File: src/rtl/avalon_mm_arbiter_pkg.sv
// Shared types for the Avalon-MM N:1 arbiter.
//   arb_state_t   : arbiter FSM state
//   ARB_MAX_HOSTS : largest supported NUM_HOSTS, also bounds the round-robin search loop
package avalon_mm_arbiter_pkg;

  typedef enum logic [0:0] {
    ARB_IDLE,
    ARB_GRANT
  } arb_state_t;

  localparam int unsigned ARB_MAX_HOSTS = 8;

endpackage

File: src/rtl/avalon_mm_arbiter_host_id_fifo.sv
// host_id_fifo: synchronous FIFO of host indices, one entry per outstanding read.
// Ports:
//   clk, rst         : clock, synchronous active-high reset (empties the FIFO)
//   push, push_data  : enqueue an index (ignored when full)
//   pop, pop_data    : dequeue the head (ignored when empty); pop_data is the current head
//   full, empty      : status
//   count            : number of stored entries
module host_id_fifo
  import avalon_mm_arbiter_pkg::*;
#(
  parameter int unsigned WIDTH = 1,
  parameter int unsigned DEPTH = 4
) (
  input  logic                     clk,
  input  logic                     rst,
  input  logic                     push,
  input  logic [WIDTH-1:0]         push_data,
  input  logic                     pop,
  output logic [WIDTH-1:0]         pop_data,
  output logic                     full,
  output logic                     empty,
  output logic [$clog2(DEPTH):0]   count
);

  localparam int unsigned PTR_W = (DEPTH > 1) ? $clog2(DEPTH) : 1;
  localparam int unsigned CNT_W = $clog2(DEPTH) + 1;
  localparam logic [PTR_W-1:0] LAST = PTR_W'(DEPTH - 1);

  logic [WIDTH-1:0] mem_q [DEPTH];
  logic [PTR_W-1:0] wr_q, rd_q;
  logic [CNT_W-1:0] cnt_q;
  logic             do_push, do_pop;

  assign full     = (cnt_q == CNT_W'(DEPTH));
  assign empty    = (cnt_q == '0);
  assign count    = cnt_q;
  assign pop_data = mem_q[rd_q];
  assign do_push  = push & ~full;
  assign do_pop   = pop & ~empty;

  always_ff @(posedge clk) begin
    if (do_push) begin
      mem_q[wr_q] <= push_data;
    end
  end

  always_ff @(posedge clk) begin
    if (rst) begin
      wr_q  <= '0;
      rd_q  <= '0;
      cnt_q <= '0;
    end else begin
      if (do_push) begin
        wr_q <= (wr_q == LAST) ? '0 : wr_q + 1'b1;
      end
      if (do_pop) begin
        rd_q <= (rd_q == LAST) ? '0 : rd_q + 1'b1;
      end
      case ({do_push, do_pop})
        2'b10:   cnt_q <= cnt_q + 1'b1;
        2'b01:   cnt_q <= cnt_q - 1'b1;
        default: cnt_q <= cnt_q;
      endcase
    end
  end

endmodule

File: src/rtl/avalon_mm_arbiter.sv
// avalon_mm_arbiter: round-robin N-host to 1-agent Avalon-MM arbiter with pipelined reads.
// Each transfer takes an IDLE cycle (arbitration) then a GRANT phase in which the granted
// host's request is passed straight through to the agent. Accepted reads record the host
// index in a FIFO so in-order readdatavalid strobes are routed back to the issuer.
// Ports:
//   clk, rst                 : clock, synchronous active-high reset
//   host_*                   : packed per-host Avalon-MM manager signals (host i at slice i)
//   host_agent_to_host       : read data broadcast to all hosts
//   agent_*                  : single Avalon-MM agent port
// Optional build macro AVALON_MM_ARBITER_DEBUG_EN adds debug_grant, debug_pending and
// debug_orphan_rdv (sticky readdatavalid-while-nothing-outstanding flag).
module avalon_mm_arbiter
  import avalon_mm_arbiter_pkg::*;
#(
  parameter int unsigned NUM_HOSTS   = 2,
  parameter int unsigned ADDR_W      = 32,
  parameter int unsigned DATA_W      = 32,
  parameter int unsigned MAX_PENDING = 4
) (
  input  logic                            clk,
  input  logic                            rst,
  input  logic [NUM_HOSTS*ADDR_W-1:0]     host_address,
  input  logic [NUM_HOSTS*DATA_W/8-1:0]   host_byteenable,
  input  logic [NUM_HOSTS-1:0]            host_read,
  input  logic [NUM_HOSTS-1:0]            host_write,
  input  logic [NUM_HOSTS*DATA_W-1:0]     host_host_to_agent,
  output logic [NUM_HOSTS-1:0]            host_waitrequest,
  output logic [DATA_W-1:0]               host_agent_to_host,
  output logic [NUM_HOSTS-1:0]            host_readdatavalid,
  output logic [ADDR_W-1:0]               agent_address,
  output logic [DATA_W/8-1:0]             agent_byteenable,
  output logic                            agent_read,
  output logic                            agent_write,
  output logic [DATA_W-1:0]               agent_host_to_agent,
  input  logic                            agent_waitrequest,
  input  logic [DATA_W-1:0]               agent_agent_to_host,
  input  logic                            agent_readdatavalid
`ifdef AVALON_MM_ARBITER_DEBUG_EN
  ,
  output logic [$clog2(NUM_HOSTS)-1:0]    debug_grant,
  output logic [$clog2(MAX_PENDING):0]    debug_pending,
  output logic                            debug_orphan_rdv
`endif
);

  localparam int unsigned BE_W  = DATA_W / 8;
  localparam int unsigned IDX_W = $clog2(NUM_HOSTS);
  localparam int unsigned CNT_W = $clog2(MAX_PENDING) + 1;

  arb_state_t           state_q;
  logic [IDX_W-1:0]     grant_q, ptr_q;
  logic [NUM_HOSTS-1:0] eligible;
  logic                 pick_valid;
  logic [IDX_W-1:0]     pick_idx;
  logic [31:0]          g_int;
  logic                 in_grant, g_read, g_write, accept;
  logic                 fifo_push, fifo_pop, fifo_full, fifo_empty;
  logic [IDX_W-1:0]     fifo_head;
  logic [CNT_W-1:0]     fifo_count;

  // Read+write from one host is a read; reads wait for room in the pending FIFO.
  assign eligible = (host_write & ~host_read) | (host_read & {NUM_HOSTS{~fifo_full}});

  always_comb begin
    int unsigned idx;
    idx        = 0;
    pick_valid = 1'b0;
    pick_idx   = '0;
    for (int unsigned i = 0; i < ARB_MAX_HOSTS; i++) begin
      if (i < NUM_HOSTS && !pick_valid) begin
        idx = 32'(ptr_q) + i;
        if (idx >= NUM_HOSTS) idx = idx - NUM_HOSTS;
        if (eligible[IDX_W'(idx)]) begin
          pick_valid = 1'b1;
          pick_idx   = IDX_W'(idx);
        end
      end
    end
  end

  assign in_grant = (state_q == ARB_GRANT);
  assign g_int    = 32'(grant_q);
  assign g_read   = host_read[grant_q];
  assign g_write  = host_write[grant_q] & ~host_read[grant_q];
  assign accept   = (agent_read | agent_write) & ~agent_waitrequest;

  always_comb begin
    agent_read          = 1'b0;
    agent_write         = 1'b0;
    agent_address       = '0;
    agent_byteenable    = '0;
    agent_host_to_agent = '0;
    host_waitrequest    = '1;
    if (in_grant) begin
      // A read can only reappear as a write-to-read switch; hold it off while full.
      agent_read          = g_read & ~fifo_full;
      agent_write         = g_write;
      agent_address       = host_address[g_int*ADDR_W +: ADDR_W];
      agent_byteenable    = host_byteenable[g_int*BE_W +: BE_W];
      agent_host_to_agent = host_host_to_agent[g_int*DATA_W +: DATA_W];
      host_waitrequest[grant_q] = agent_waitrequest | (g_read & fifo_full);
    end
  end

  always_ff @(posedge clk) begin
    if (rst) begin
      state_q <= ARB_IDLE;
      grant_q <= '0;
      ptr_q   <= '0;
    end else begin
      case (state_q)
        ARB_IDLE: begin
          if (pick_valid) begin
            grant_q <= pick_idx;
            state_q <= ARB_GRANT;
          end
        end
        ARB_GRANT: begin
          if (accept) begin
            ptr_q   <= (grant_q == IDX_W'(NUM_HOSTS - 1)) ? '0 : grant_q + 1'b1;
            state_q <= ARB_IDLE;
          end else if (!(g_read | g_write)) begin
            state_q <= ARB_IDLE;
          end
        end
        default: state_q <= ARB_IDLE;
      endcase
    end
  end

  assign fifo_push = accept & agent_read;
  // Responses with nothing outstanding are dropped.
  assign fifo_pop  = agent_readdatavalid & ~fifo_empty;

  host_id_fifo #(
    .WIDTH (IDX_W),
    .DEPTH (MAX_PENDING)
  ) u_host_id_fifo (
    .clk       (clk),
    .rst       (rst),
    .push      (fifo_push),
    .push_data (grant_q),
    .pop       (fifo_pop),
    .pop_data  (fifo_head),
    .full      (fifo_full),
    .empty     (fifo_empty),
    .count     (fifo_count)
  );

  always_comb begin
    host_readdatavalid = '0;
    if (fifo_pop) host_readdatavalid[fifo_head] = 1'b1;
  end

  assign host_agent_to_host = agent_agent_to_host;

`ifdef AVALON_MM_ARBITER_DEBUG_EN
  logic orphan_q;

  always_ff @(posedge clk) begin
    if (rst) begin
      orphan_q <= 1'b0;
    end else if (agent_readdatavalid & fifo_empty) begin
      orphan_q <= 1'b1;
    end
  end

  assign debug_grant      = in_grant ? grant_q : '0;
  assign debug_pending    = fifo_count;
  assign debug_orphan_rdv = orphan_q;
`else
  logic unused_fifo_count;
  assign unused_fifo_count = ^fifo_count;
`endif

endmodule

File: config.mk
export PLATFORM = sky130hd
export DESIGN_NAME = avalon_mm_arbiter
export DESIGN_NICKNAME = d
export VERILOG_FILES = /design/src/rtl/avalon_mm_arbiter_pkg.sv /design/src/rtl/avalon_mm_arbiter_host_id_fifo.sv /design/src/rtl/avalon_mm_arbiter.sv
export SDC_FILE = /design/constraint.sdc
export NUM_CORES = 1
export LEC_CHECK = 0
export CAP_MARGIN = 15
export CORE_AREA = 2 2 109 111
export DETAILED_ROUTE_END_ITERATION = 8
export DIE_AREA = 0 0 111 113
export HOLD_SLACK_MARGIN = 0.08
export PLACE_DENSITY = 0.68
export SLEW_MARGIN = 20
export SYNTH_ARGS = -nofsm -noshare
export SYNTH_HDL_FRONTEND = slang
export SYNTH_SLANG_ARGS = --single-unit
File: constraint.sdc
create_clock -name clk -period 4.5 [get_ports clk]
set_input_delay 0.9 -clock clk [delete_from_list [all_inputs] [get_ports clk]]
set_output_delay 0.9 -clock clk [all_outputs]
set_load 0.005 [all_outputs]
==> results of run 1 <==
-- cells by family (layout without fill, tap and decap cells) --
family                   Yosys count  in the layout
XOR/XNOR                           2              2
buffers and inverters             59            232
flip-flops                        16             16
AND/OR/NAND/NOR                   98             98
adder cells (fa/ha/maj)            7              7
multiplexers                      75             75
AO/OA/AOI/OAI                     16             16
-- how the worst max path moves through the flow --
stage	end	slack [ns]	depth (start not counted)
2_1_floorplan	u_host_id_fifo.count[2]	2.01	9
3_3_place_gp	host_waitrequest[1]	1.15	5
3_5_place_dp	host_waitrequest[1]	1.11	5
4_1_cts	host_waitrequest[1]	1.11	5
5_1_grt	host_waitrequest[1]	1.05	5
6_report	host_waitrequest[1]	1.11	5
-- stage by stage --
stage,cell area (µm²),total power [mW]
6_report,4470,0.811
5_1_grt,4470,0.862
4_1_cts,4470,0.823
3_5_place_dp,4380,0.628
3_3_place_gp,4380,0.623
2_1_floorplan,2330,0.392
-- routing by layer --
layer | up-vias | wire (µm) | GRT usage
li1 | 1233 | - | -
met2 | 156 | 4560 | 0.256
met3 | 9 | 906 | 0.0477
met4 | 0 | 90 | 0.0267
met1 | 1093 | 3260 | 0.138
met5 | - | 0 | 0
-- worst max-delay path, delay by kind of cell --
family	cells	cell delay [ns]
compound gates	1	0.21
buf+inv	2	0.96
simple gates	1	0.07
mux	1	0.33
-- cell usage in the layout (no fill, tap or decap), types with 2 or more instances in the layout --
| cell type | netlist | final |
|---|---|---|
| clkdlybuf4s50_1 | 0 | 217 |
| mux2i_1 | 73 | 73 |
| nor2b_1 | 69 | 69 |
| nor2_1 | 11 | 11 |
| dfxtp_1 | 12 | 10 |
| inv_1 | 9 | 9 |
| ha_1 | 6 | 6 |
| and2_1 | 5 | 5 |
| a21oi_1 | 5 | 5 |
| nand2b_1 | 4 | 4 |
| edfxtp_1 | 4 | 4 |
| clkbuf_16 | 0 | 3 |
| nand2_1 | 2 | 2 |
| o21ai_0 | 2 | 2 |
| nor3_1 | 2 | 2 |
| xor2_1 | 2 | 2 |
-- power breakdown --
group	leakage, nW	total (mW)	switching [mW]	internal, mW
Clock	0.0442	0.190	0.0548	0.135
Combinational	1.39	0.425	0.132	0.293
Sequential	0.135	0.196	0.0356	0.160
-- cell type report --
| class | count | area, µm² |
|---|---|---|
| Fill cell | 1140 | 6800 |
| Timing Repair Buffer | 219 | 2200 |
| Multi-Input combinational cell | 198 | 1600 |
| Sequential cell | 16 | 365 |
| Tap cell | 143 | 179 |
| Clock buffer | 4 | 88.8 |
| Inverter | 9 | 33.8 |
==> metrics.csv, run 1 <==
stage;metric;value;unit
outcome;status;complete, no violations;
setup_path;path_max_fanout;6;
timing;slew_viol_final;0;
cts;numCtsBuffers;3;
synthesis;ys_top_cells_by_count;mux2i_1, nor2b_1, buf_4;
cts;htree_levels;1;
place;place.gp.congestion;0.817;
setup_path;r2r-start;grant_q;
grt;grt_overflow_total;0;
finish;diodes;0;
timing;hold_slack;0.545;ns
routing;wl;8.82;mm
synthesis;synth-edff-count;4;
routing;first_pass_iters;4;
floorplanning;io_pins;282;
setup_path;cp.arrival;2.49;ns
synthesis;ys_ff_latch;16;
cts;cts_tree;built;
grt;grt.total_usage;0.133;
worst_hold_path;min_path_type;reg2reg;
timing;timing.setup.tns;0;ns
setup_path;worst_r2r_endpoint;u_host_id_fifo.count[2];
floorplanning;start_util;0.207;
timing;slew_headroom;0.486;
routing;viasPerCell;4.23;
timing;hold_viol;0;
power_and_ir_drop;power.density;182;mW/mm²
setup_path;crit_chain;clkdlybuf4s50_1, mux2_4, a21oi_4, nand2_1, clkdlybuf4s50_1;
setup_path;reg2reg_depth;9;
timing;final-setup-viol-count;0;
grt;grt_max_degree;49;
finish;syn_to_final_growth;91.5;%
timing;finalCritPeriodShare;0.752;
synthesis;yosysSeqAreaShare;0.154;
place;place_ws;1.11;ns
cts;clk_latency;0.25;ns
cts;postCtsHoldBufs;0;
finish;nNetsFinal;630;
synthesis;synth-simple-area-share;0.253;
setup_path;slowest_stage;clkdlybuf4s50_1;
setup_path;cp-end-kind;primary output;
setup_path;crit_path_start_kind;input pin;
synthesis;synth_fa_ha_area_frac;0.0408;
routing;vias;2491;
timing;worst_slew_pin_slew;0.772;ns
worst_hold_path;hold_start;u_host_id_fifo.count[2];
synthesis;synth_xor_area_frac;0.00751;
setup_path;max_stage_delay;0.49;ns
floorplanning;dieWidth;111;µm
finish;fin_util;0.396;
setup_path;critPathKind;in2out;
floorplanning;die_h;113;µm
power_and_ir_drop;ir_drop;140;µV
synthesis;synth_top_family_by_area;multiplexers;
setup_path;cpMostUsedCell;clkdlybuf4s50_1;
synthesis;synth.most_common_cell;mux2i_1;
setup_path;ff2ff_setup_slack;1.83;ns
synthesis;yosysTopAreaCell;mux2i_1;
timing;setup_slack;1.11;ns
finish;drive_above_1_share;0.0359;
grt;grt_pass1_vias;2650;
routing;wl_per_cell;15.0;µm
synthesis;synthCells;273;
cts;clock-sinks;16;
routing;ant_nets;0;
floorplanning;core;0.0113;mm²
routing;drc;0;
setup_path;critPathLaunch;host_read[0];
place;port_buffers;217;
grt;antenna_found_initial;0;
synthesis;synth_mux_area_frac;0.329;
cts;max-clock-path-buffers;2;
cts;root_buffer;clkbuf_16;
worst_hold_path;hold_depth;2;
place;dp.cells;585;
grt;grt_first_pass_wirelength;13.5;mm
timing;fin_crit;3.39;ns
synthesis;synth_compound_area_frac;0.0558;
floorplanning;core.rowCount;39;
synthesis;synth_flop_cell;dfxtp_1;
power_and_ir_drop;power.leakage;1.57;nW
flow_run;max-cap-violations;0;
timing;rsz0062_at_grt;false;
cts;cts_resized;0;
finish;stdcell_count;589;
synthesis;synth_area_leaders;mux2i_1, nor2b_1, buf_4, dfxtp_1, edfxtp_1;
synthesis;syn_area;0.00233;mm²
floorplanning;die-area;0.0125;mm²
place;dp_hpwl;7.34;mm
cts;cts_setup_buffers;0;
synthesis;synth.distinct_cells;35;
setup_path;crit_required;3.60;ns
worst_hold_path;whs_endpoint;u_host_id_fifo.count[2];
timing;max_freq;295;MHz
routing;drtIter0Drc;46;
synthesis;syn_avg_cell_area;8.55;µm²
timing;fin_worst_skew;0.00183;ns
cts;clk_pin_slew;0.05;ns
synthesis;synth-async-reset-ratio;0;
synthesis;synth_fp_nets;456;
synthesis;synth_top_area_frac;0.313;
synthesis;yosysWarningCount;0;
No activity file was read; power rests on OpenSTA's default activity.
==> run 2, diff against run 1 <==
Settings changed: CORE_AREA 2 2 109 111 to 2 2 108 110, DIE_AREA 0 0 111 113 to 0 0 110 112, PLACE_DENSITY 0.68 to 0.69.
Clock period 4.5 ns to 3.2 ns, I/O delays scaled along.
==> metrics.csv, run 2 (synthesis results as in run 1) <==
stage;metric;value;unit;change
outcome;status;complete, no violations;;
timing;finalCritPeriodShare;0.886;;
timing;setup_slack;0.365;ns;-0.749 ns
worst_hold_path;min_path_type;reg2reg;;
power_and_ir_drop;switching_share;0.279;;+0.00435
timing;timing.setup.tns;0;ns;unchanged
place;dp_hpwl;6.94;mm;-5.5%
timing;max_freq;353;MHz;
timing;slew_headroom;0.614;;+0.128
place;dp.cells;586;;+0.17%
grt;grt_overflow_total;0;;unchanged
setup_path;r2r-start;u_host_id_fifo.count[2];;
finish;fin_util;0.401;;+0.00436
cts;cts_resized;0;;unchanged
power_and_ir_drop;clkPwrFrac;0.215;;-0.019
grt;antenna_found_initial;0;;unchanged
setup_path;endpoint;host_waitrequest[1];;
grt;grt_max_degree;74;;+51%
grt;use_met3;0.0422;;-0.00552
cts;htree_levels;1;;unchanged
timing;hold_viol;0;;unchanged
power_and_ir_drop;power.density;250;mW/mm²;+38%
flow_run;max-cap-violations;0;;unchanged
grt;met1_usage;0.119;;-0.0190
finish;diodes;0;;unchanged
timing;fin_worst_skew;0.00199;ns;+0.000165 ns
place;port_buffers;217;;unchanged
grt;grt.total_usage;0.122;;-0.0110
floorplanning;die_h;112;µm;-0.88%
finish;stdcell_count;590;;+0.17%
cts;clk_pin_slew;0.05;ns;about the same
timing;hold_slack;0.552;ns;+0.00714 ns
floorplanning;dieWidth;110;µm;-0.90%
cts;cts_setup_buffers;0;;unchanged
cts;numCtsBuffers;3;;unchanged
floorplanning;core.rowCount;39;;unchanged
place;place_ws;0.304;ns;-0.808 ns
setup_path;path_max_fanout;6;;unchanged
cts;root_buffer;clkbuf_16;;
cts;clock-sinks;16;;unchanged
setup_path;critPathLaunch;host_read[1];;
grt;grt_first_pass_wirelength;12.1;mm;-10%
power_and_ir_drop;p_switching;312;µW;+40%
power_and_ir_drop;ir_drop;180;µV;+28%
setup_path;worst_r2r_endpoint;u_host_id_fifo.count[2];;
grt;busiest_layer;met2;;
power_and_ir_drop;power.leakage;1.57;nW;+0.18%
timing;fin_crit;2.83;ns;
cts;max-clock-path-buffers;2;;unchanged
routing;drc;0;;unchanged
routing;vias;2487;;-0.16%
floorplanning;start_util;0.209;;+0.00181
floorplanning;io_pins;282;;unchanged
setup_path;cp.arrival;2.19;ns;-0.30 ns
timing;slew_viol_final;0;;unchanged
setup_path;reg2reg_depth;9;;unchanged
finish;syn_to_final_growth;91.9;%;
routing;viasPerCell;4.22;;-0.33%
setup_path;crit_path_start_kind;input pin;;
setup_path;crit_required;2.56;ns;-1.04 ns
routing;first_pass_iters;4;;unchanged
floorplanning;core;0.0112;mm²;-0.87%
timing;worst_slew_pin_slew;0.579;ns;-0.193 ns
grt;grt_pass1_vias;2550;;-3.8%
floorplanning;die-area;0.0123;mm²;-1.8%
setup_path;critPathKind;in2out;;
finish;nNetsFinal;631;;+0.16%
finish;drive_above_1_share;0.0358;;-0.0000803
finish;final_cell_mix;clkdlybuf4s50_1, mux2i_1, nor2b_1;;
power_and_ir_drop;power_frac_comb;0.566;;+0.042
grt;met2_usage;0.240;;-0.0164
setup_path;cp-end-kind;primary output;;
cts;cts_tree;built;;
finish;final_common_cell;clkdlybuf4s50_1;;
power_and_ir_drop;p_seq_frac;0.219;;-0.023
timing;final-setup-viol-count;0;;unchanged
routing;wl;8.34;mm;-5.5%
timing;rsz0062_at_grt;false;;
routing;drtIter0Drc;47;;+2.2%
routing;wl_per_cell;14.1;µm;-5.6%
power_and_ir_drop;internal_power;806;µW;+37%
setup_path;ff2ff_setup_slack;0.89;ns;-0.94 ns
cts;clk_latency;0.24;ns;about the same
cts;postCtsHoldBufs;0;;unchanged
routing;ant_nets;0;;unchanged
place;place.gp.congestion;0.826;;+1.2%
run 2: worst min-delay path by stage:
stage | startpoint | end | cells past startpoint
2_1_floorplan | grant_q | u_host_id_fifo.mem_q[0] | 0
3_3_place_gp | u_host_id_fifo.count[2] | u_host_id_fifo.count[2] | 2
3_5_place_dp | ptr_q | ptr_q | 2
4_1_cts | u_host_id_fifo.count[2] | u_host_id_fifo.count[2] | 2
5_1_grt | u_host_id_fifo.count[2] | u_host_id_fifo.count[2] | 2
6_report | u_host_id_fifo.rd_q[0] | register | 2
run 2: final cells by class:
class | instances | area, µm²
sequential | 16 | 365
fill | 1102 | 6700
inverter | 9 | 33.8
multi-input combinational | 198 | 1600
clock buffer | 3 | 75.1
clock inverter | 1 | 3.75
timing repair buffer | 220 | 2220
tap | 143 | 179
run 2: power by group through the flow:
| stage | clock network, mW | registers (mW) | logic [mW] |
|---|---|---|---|
| final | 0.240 | 0.245 | 0.633 |
| after global routing | 0.256 | 0.248 | 0.689 |
| after CTS | 0.246 | 0.246 | 0.642 |
| after detailed placement | 0 | 0.250 | 0.640 |
| after global placement | 0 | 0.249 | 0.629 |
| after floorplan | 0 | 0.242 | 0.309 |
run 2: worst max-delay path, stage by stage:
cell,delay [ns]
clkdlybuf4s50_1,0.50
mux2_4,0.32
a21oi_4,0.21
nand2_1,0.07
clkdlybuf4s50_1,0.46
run 2: routing by layer:
metal | wire length, µm | up-vias
li1 | - | 1230
met1 | 2850 | 1105
met2 | 4350 | 146
met3 | 1070 | 6
met4 | 61 | 0
met5 | 0 | -
run 2: per-stage QoR:
step                      instance area (µm²)  power [mW]
after floorplan                          2330       0.551
after global placement                   4400       0.878
after detailed placement                 4400       0.890
after CTS                                4480        1.13
after global routing                     4480        1.19
final                                    4480        1.12
==> run 3, diff against run 2 <==
Settings changed: CAP_MARGIN 15 to 20, CORE_AREA 2 2 108 110 to 2 2 109 111, DIE_AREA 0 0 110 112 to 0 0 111 113, PLACE_DENSITY 0.69 to 0.71.
Clock period 3.2 ns to 2.5 ns, I/O delays scaled along.
==> metrics.csv, run 3 (synthesis results as in run 1) <==
stage;metric;value;unit;change
outcome;status;complete, no violations;;
finish;final_common_cell;clkdlybuf4s50_1;;
grt;grt_overflow_total;0;;unchanged
timing;setup_slack;0.109;ns;-0.256 ns
setup_path;path_max_fanout;3;;-3
floorplanning;core.rowCount;39;;unchanged
timing;slew_headroom;0.693;;+0.0787
cts;clk_latency;0.24;ns;about the same
floorplanning;die_h;113;µm;+0.89%
floorplanning;dieWidth;111;µm;+0.91%
place;dp_hpwl;7.65;mm;+10%
routing;drc;0;;unchanged
timing;max_freq;418;MHz;
power_and_ir_drop;ir_drop;239;µV;+33%
routing;viasPerCell;4.19;;-0.58%
setup_path;max_stage_delay;0.45;ns;-0.05 ns
grt;grt.total_usage;0.136;;+0.0145
finish;fillers;1141;;+3.5%
timing;finalCritPeriodShare;0.956;;
cts;cts_setup_buffers;0;;unchanged
routing;drtIter0Drc;58;;+23%
place;place_ws;-0.108;ns;-0.412 ns
grt;grt_max_degree;40;;-46%
setup_path;slowest_stage;clkdlybuf4s50_1;;
cts;root_buffer;clkbuf_16;;
routing;ant_nets;0;;unchanged
floorplanning;io_pins;282;;unchanged
cts;numCtsBuffers;3;;unchanged
place;place.gp.congestion;0.827;;+0.11%
timing;fin_crit;2.39;ns;
timing;hold_viol;0;;unchanged
flow_run;max-cap-violations;0;;unchanged
routing;wl;9.08;mm;+9.0%
power_and_ir_drop;power.density;320;mW/mm²;+28%
finish;final_cell_mix;clkdlybuf4s50_1, mux2i_1, nor2b_1;;
setup_path;cp-end-kind;primary output;;
finish;diodes;0;;unchanged
cts;htree_levels;1;;unchanged
grt;grt_pass1_vias;2681;;+5.1%
setup_path;crit_buf_inv;3;;+1
cts;clk_pin_slew;0.05;ns;about the same
timing;worst_slew_pin_slew;0.460;ns;-0.119 ns
power_and_ir_drop;power.leakage;1.62;nW;+3.2%
place;port_buffers;217;;unchanged
grt;antenna_found_initial;0;;unchanged
floorplanning;core;0.0113;mm²;+0.87%
timing;slew_viol_final;0;;unchanged
cts;clock-sinks;16;;unchanged
timing;fin_worst_skew;0.00118;ns;-0.000813 ns
routing;vias;2506;;+0.76%
timing;rsz0062_at_grt;false;;
routing;first_pass_iters;4;;unchanged
floorplanning;die-area;0.0125;mm²;+1.8%
cts;max-clock-path-buffers;2;;unchanged
finish;syn_to_final_growth;94.5;%;
worst_hold_path;min_path_type;reg2reg;;
timing;final-setup-viol-count;0;;unchanged
finish;drive_above_1_share;0.0527;;+0.0170
setup_path;crit_path_start_kind;input pin;;
floorplanning;start_util;0.207;;-0.00181
setup_path;crit_chain;clkdlybuf4s50_1, nand2b_1, buf_4, a21oi_4, nand2b_1, clkdlybuf4s50_1;;
routing;wl_per_cell;15.2;µm;+7.5%
setup_path;crit_required;2.00;ns;-0.56 ns
setup_path;cp.arrival;1.89;ns;-0.30 ns
timing;hold_slack;0.526;ns;-0.0257 ns
cts;cts_tree;built;;
setup_path;critPathKind;in2out;;
grt;grt_first_pass_wirelength;14.0;mm;+16%
setup_path;cp_top_family;buffers and inverters;;
finish;nNetsFinal;639;;+1.3%
-- run 3: layer usage --
layer	track usage	wire, µm	up-vias
li1	-	-	1243
met5	0	0	-
met1	0.149	3440	1102
met3	0.0354	805	6
met2	0.264	4750	155
met4	0.0267	88	0
-- run 3: power breakdown --
| group | internal (mW) | switching, mW | total, mW |
|---|---|---|---|
| registers | 0.289 | 0.0262 | 0.315 |
| clock network | 0.212 | 0.0945 | 0.306 |
| logic | 0.546 | 0.284 | 0.830 |
-- run 3: cell type report --
| class | instances | area [µm²] | share of cell area |
|---|---|---|---|
| clock buffers | 3 | 75.1 | 0.0165 |
| flip-flops and latches | 16 | 365 | 0.0805 |
| repair buffers | 228 | 2280 | 0.502 |
| inverters | 9 | 33.8 | 0.00744 |
| well taps | 143 | 179 | 0.0394 |
| multi-input cells | 198 | 1600 | 0.353 |
| clock inverters | 1 | 3.75 | 0.000827 |
-- run 3: timing repair --
action | in CTS | in global routing
resized for setup | 1 | 1
endpoints found under the hold margin | 0 | 0
hold buffers | 0 | 0
setup endpoints to repair | 1 | 5
pin swaps | 0 | 0
-- run 3: worst min-delay path: cells and delay by family (launching register included) --
kind	cells	cell delay, ns
AO/OA/AOI/OAI	2	0.16
flip-flops	1	0.31
-- run 3: stage by stage --
step	total power, mW	TNS (ns)	area [µm²]	instances	util
after CTS	1.47	0	4540	598	0.402
after floorplan	0.705	0	2330	273	-
final	1.45	0	4540	598	0.403
after detailed placement	1.15	-0.147	4460	594	0.396
after global placement	1.14	-0.0478	4460	594	0.396
after global routing	1.55	0	4540	598	0.403
-- run 3: path summary, 6_finish.rpt --
check	start	to	slack [ns]	depth (start not counted)
worst max register to register	u_host_id_fifo.count[2]	u_host_id_fifo.count[2]	0.29	9
worst max-delay path	agent_waitrequest	host_waitrequest[0]	0.11	6
worst min-delay path	ptr_q	ptr_q	0.53	2
worst min register to register	ptr_q	ptr_q	0.53	2
